**src/rtl/lc3_strobe_pkg.sv**
```systemverilog
// ============================================================================
// Module   : lc3_strobe_pkg
// Brief    : State encoding and length clamp shared by the LC-3 strobe decoder.
// Revision : 1.0
// ============================================================================
`default_nettype none

package lc3_strobe_pkg;

    typedef enum logic [1:0] {
        ST_IDLE  = 2'd0,
        ST_PULSE = 2'd1,
        ST_HOLD  = 2'd2,
        ST_GAP   = 2'd3
    } state_t;

    // Zero-length requests still produce one strobe cycle; long ones saturate.
    function automatic int unsigned clamp_len(input int unsigned len,
                                              input int unsigned max);
        int unsigned l;
        if (len == 0)
            l = 1;
        else if (len > max)
            l = max;
        else
            l = len;
        return l;
    endfunction

endpackage

`default_nettype wire

```
**src/rtl/onehot_decoder_n.sv**
```systemverilog
// ============================================================================
// Module   : onehot_decoder_n
// Brief    : Combinational active-low one-hot decoder; all ones when disabled.
// Revision : 1.0
// ============================================================================
`default_nettype none

module onehot_decoder_n #(
    parameter int SEL_W = 2
) (
    input  logic [SEL_W-1:0]    sel,
    input  logic                en,
    output logic [2**SEL_W-1:0] out_n
);

    always_comb begin
        out_n = '1;
        if (en)
            out_n[sel] = 1'b0;
    end

endmodule

`default_nettype wire

```
**src/rtl/strobe_decoder.sv**
```systemverilog
// ============================================================================
// Module   : strobe_decoder
// Brief    : Registered active-low device-select strobe with handshake,
//            pulse/latched modes, early release and a break-before-make gap.
// Revision : 1.0
// ============================================================================
`default_nettype none

module strobe_decoder
    import lc3_strobe_pkg::*;
#(
    parameter int  SEL_W   = 2,
    parameter int  MAX_LEN = 4,
    localparam int N_OUT   = 2**SEL_W,
    localparam int LEN_W   = $clog2(MAX_LEN + 1)
) (
    input  logic             clk,
    input  logic             rst_n,
    input  logic             req_valid,
    output logic             req_ready,
    input  logic [SEL_W-1:0] req_sel,
    input  logic [LEN_W-1:0] req_len,
    input  logic             req_latch,
    // "release" is a reserved word in SystemVerilog, hence this name.
    input  logic             strobe_release,
    output logic [N_OUT-1:0] out_n,
    output logic             active,
    output logic             done
);

    state_t           r_state;
    state_t           w_state_nxt;
    logic [LEN_W-1:0] r_cnt;
    logic [LEN_W-1:0] w_cnt_nxt;
    logic [SEL_W-1:0] r_sel;
    logic [SEL_W-1:0] w_sel_nxt;
    logic             w_on_nxt;
    logic             w_done_nxt;
    logic [N_OUT-1:0] w_dec_out_n;
    logic [N_OUT-1:0] r_out_n;
    logic             r_active;
    logic             r_done;

    assign req_ready = (r_state == ST_IDLE);
    assign out_n     = r_out_n;
    assign active    = r_active;
    assign done      = r_done;

    always_ff @(posedge clk or negedge rst_n) begin
        if (!rst_n) begin
            r_state  <= ST_IDLE;
            r_cnt    <= '0;
            r_sel    <= '0;
            r_out_n  <= '1;
            r_active <= 1'b0;
            r_done   <= 1'b0;
        end else begin
            r_state  <= w_state_nxt;
            r_cnt    <= w_cnt_nxt;
            r_sel    <= w_sel_nxt;
            r_out_n  <= w_dec_out_n;
            r_active <= w_on_nxt;
            r_done   <= w_done_nxt;
        end
    end

    // w_on_nxt describes the cycle after the edge, so the strobe flops
    // switch on the same edge as the state and never pass through a decode.
    always_comb begin
        w_state_nxt = r_state;
        w_cnt_nxt   = r_cnt;
        w_sel_nxt   = r_sel;
        w_on_nxt    = 1'b0;
        w_done_nxt  = 1'b0;
        case (r_state)
            ST_IDLE: begin
                if (req_valid && req_ready) begin
                    w_sel_nxt   = req_sel;
                    w_cnt_nxt   = LEN_W'(clamp_len(32'(req_len), MAX_LEN) - 32'd1);
                    w_on_nxt    = 1'b1;
                    w_state_nxt = req_latch ? ST_HOLD : ST_PULSE;
                end
            end
            ST_PULSE: begin
                if (strobe_release || (r_cnt == '0)) begin
                    w_state_nxt = ST_GAP;
                    w_done_nxt  = 1'b1;
                end else begin
                    w_cnt_nxt = r_cnt - LEN_W'(1);
                    w_on_nxt  = 1'b1;
                end
            end
            ST_HOLD: begin
                if (strobe_release) begin
                    w_state_nxt = ST_GAP;
                    w_done_nxt  = 1'b1;
                end else begin
                    w_on_nxt = 1'b1;
                end
            end
            ST_GAP: begin
                w_state_nxt = ST_IDLE;
            end
            default: begin
                w_state_nxt = ST_IDLE;
            end
        endcase
    end

    onehot_decoder_n #(
        .SEL_W (SEL_W)
    ) u_dec (
        .sel   (w_sel_nxt),
        .en    (w_on_nxt),
        .out_n (w_dec_out_n)
    );

endmodule

`default_nettype wire

```
**config.mk**
```make
export PLATFORM = sky130hd
export DESIGN_NAME = strobe_decoder
export DESIGN_NICKNAME = d
export VERILOG_FILES = /design/src/rtl/lc3_strobe_pkg.sv /design/src/rtl/onehot_decoder_n.sv /design/src/rtl/strobe_decoder.sv
export SDC_FILE = /design/constraint.sdc
export NUM_CORES = 1
export LEC_CHECK = 0
export CORE_ASPECT_RATIO = 1.1
export CORE_UTILIZATION = 48
export CTS_BUF_LIST = sky130_fd_sc_hd__clkbuf_4 sky130_fd_sc_hd__clkbuf_8 sky130_fd_sc_hd__clkbuf_16
export DETAILED_ROUTE_END_ITERATION = 8
export PLACE_DENSITY_LB_ADDON = 0.25
export SLEW_MARGIN = 20
export SYNTH_ARGS = -nofsm -noshare
export SYNTH_HDL_FRONTEND = slang
export SYNTH_SLANG_ARGS = --single-unit
```
**constraint.sdc**
```tcl
create_clock -name clk -period 2.1 [get_ports clk]
set_clock_uncertainty 0.1 [all_clocks]
set_input_delay 0.42 -clock clk [delete_from_list [all_inputs] [get_ports clk]]
set_output_delay 0.42 -clock clk [all_outputs]
set_load 0.05 [all_outputs]
```
==> results.toml <==
[layout]
drive_above_1_share = 0.247
final_cells = 109
nets = 110
antenna-diode-count = 0
design_area_um2 = 1000
mostFrequentLayoutCells = "clkdlybuf4s50_1 (11), dfrtp_1 (9), nand2_1 (7), buf_4 (7)"
area_growth_pct = 31.6
final_common_cell = "clkdlybuf4s50_1"
final_util = 0.705

[placement]
place_hpwl_mm = 1.07
dp_worst_setup_slack_ns = -0.143
place.port_buffers = 16
placed_cells = 105
post_dp_cell_area_um2 = 960
gp_congestion = 0.753

[synthesis]
synthAdderAreaFrac = 0.0988
synthMuxAreaShare = 0.0824
synthSimpleGateAreaFrac = 0.191
syn-mean-instance-area_um2 = 10.7
synth-xor-area-share = 0.0115
synth_top_family_by_area = "simple AND/OR/NAND/NOR gates"
syn_inst = 71
synth_compound_area_frac = 0.155
ys_seq_area_frac = 0.435
synth-seq-cells = 13
syn_area_um2 = 759
synthesis.yosys.warnings = 0
synth_cell_types = 33
syn_nets = 87

[die]
placementRows = 14
start_util = 0.535
die_area_um2 = 1750
io_pins = 17
placeableCoreArea_um2 = 1420
die_y_um = 43.7
die-width_um = 39.9

[clock_tree]
clkLatencyLatePin_ns = 0.28
htree_num_levels = 1
path_clk_slew_ns = 0.09
cts_max_path_buffers = 2
hold_buffers = 0
cts_tree = "yes"
numCtsBuffers = 3
clockRootBuffer = "clkbuf_4"
clock_sinks = 13
cts_resized = 0
cts_setup_buffers = 0

[worst_setup_path]
critPathLaunch = "r_state[1]"
crit_type = "flop to flop"
cp-start-kind = "flop"
cp.required_ns = 2.17
r2r_end = "r_cnt[2]"
rrSetupSlack_ns = 0.12
r2r-start = "r_state[1]"
rr_worst_depth = 7
path_max_fanout = 11
endpoint_kind = "flop"
crit_arrival_ns = 2.06

[min_path]
hp-class = "primary input to asynchronous set/reset pin"

[route]
antenna_left = 0
drt-initial-drc-count = 7
drc = 0
num_vias = 599
viasPerCell = 5.50
wl_mm = 1.46
post_drt_wl_per_cell_um = 13.4
drt-pass1-iter-count = 2

[sta]
period_share = 0.943
timing.slew.headroom = 0.616
slew_violations = 0
tightest_slew_ns = 0.574
hold_viol = 0
period_minus_slack_ns = 1.98
rsz0062_at_grt = "false"
setup_viol = 0
fin_tns_setup_ns = 0
max_freq_mhz = 505
holdWs_ns = 0.397
setup_ws_ns = 0.119

[global_routing]
grt_max_degree = 14
globalRouteTotalUtil = 0.209
grt-ovfl-total = 0
antenna_found_initial = 0
grt_pass1_vias = 551
grt_pass1_wl_mm = 2.39

[run]
cap_violations = 0

[power]
power.total_mw = 1.50
power_density_nw_per_um2 = 1500
ir_worst_vdd_mv = 0.832
leakagePower_nw = 0.451

[status]
status = "completed"
Yosys cell counts (all sizes together):
library cell,n,area [µm²]
a41o,1,10.0
dfstp,4,105
o22ai,1,6.26
and2,1,6.26
buf,1,5.00
nand3,1,5.00
xor2,1,8.76
nor3,1,5.00
mux2i,4,40.0
o31a,1,8.76
and3b,1,8.76
dfrtp,9,225
nand2b,2,12.5
or4b,1,10.0
o21ai,1,5.00
nor2b,2,12.5
a21o,2,15.0
ha,6,75.1
or4,1,11.3
a21boi,1,7.51
and3,1,6.26
o311a,1,10.0
a31o,1,8.76
a221oi,1,8.76
mux2,2,22.5
o21ba,1,10.0
nand2,7,26.3
inv,4,15.0
nor2,1,3.75
a31oi,2,12.5
a21oi,3,15.0
nor3b,1,7.51
nand3b,4,30.0
final cells by class:
type                       count  area, µm²
clock buffer                   3       22.5
clock inverter                 1       5.00
fill                         104        419
inverter                       4       15.0
multi-input combinational     53        424
sequential                    13        330
tap                           16       20.0
timing repair buffer          19        183
how the worst max path moves through the flow:
stage                          end  slack, ns  cells past startpoint
after global placement    r_cnt[2]     -0.009                      7
after global routing      r_cnt[2]      0.008                      7
after CTS                 r_cnt[2]      0.005                      7
final                     r_cnt[2]       0.12                      7
after detailed placement  r_cnt[2]      -0.14                      7
after floorplan           r_cnt[2]       0.16                      8
logic make-up after synthesis:
logic type | count (synthesis)
buf+inv | 5
mux | 6
flops | 13
fa+ha+maj | 6
simple gates | 24
xor+xnor | 1
compound gates | 16
critical path, stage by stage, from the launching register on:
cell	delay (ns)
dfrtp_1	0.38
inv_1	0.09
ha_4	0.20
o31a_1	0.32
ha_1	0.23
xor2_1	0.14
o22ai_1	0.10
a221oi_1	0.33
layer usage:
metal / vias to the layer above / GRT usage / routed length [µm] / share of wire
met2: 8 / 0.294 / 727 / 0.50
li1: 305 / - / - / -
met4: 0 / 0.124 / 31 / 0.021
met5: - / 0 / 0 / 0
met3: 4 / 0.0462 / 33 / 0.023
met1: 282 / 0.290 / 667 / 0.46
flip-flops by register name, summed over array words and instances (netlist names):
register,flops
active,1
out_n,4
r_cnt,3
r_sel,2
done,1
r_state,2
where the power goes:
group          internal (mW)  total [mW]  switching [mW]
combinational          0.414       0.901           0.487
clock                 0.0708       0.160          0.0895
sequential             0.366       0.441          0.0743
total                  0.851        1.50           0.651
(Power assumes the default switching activity.)
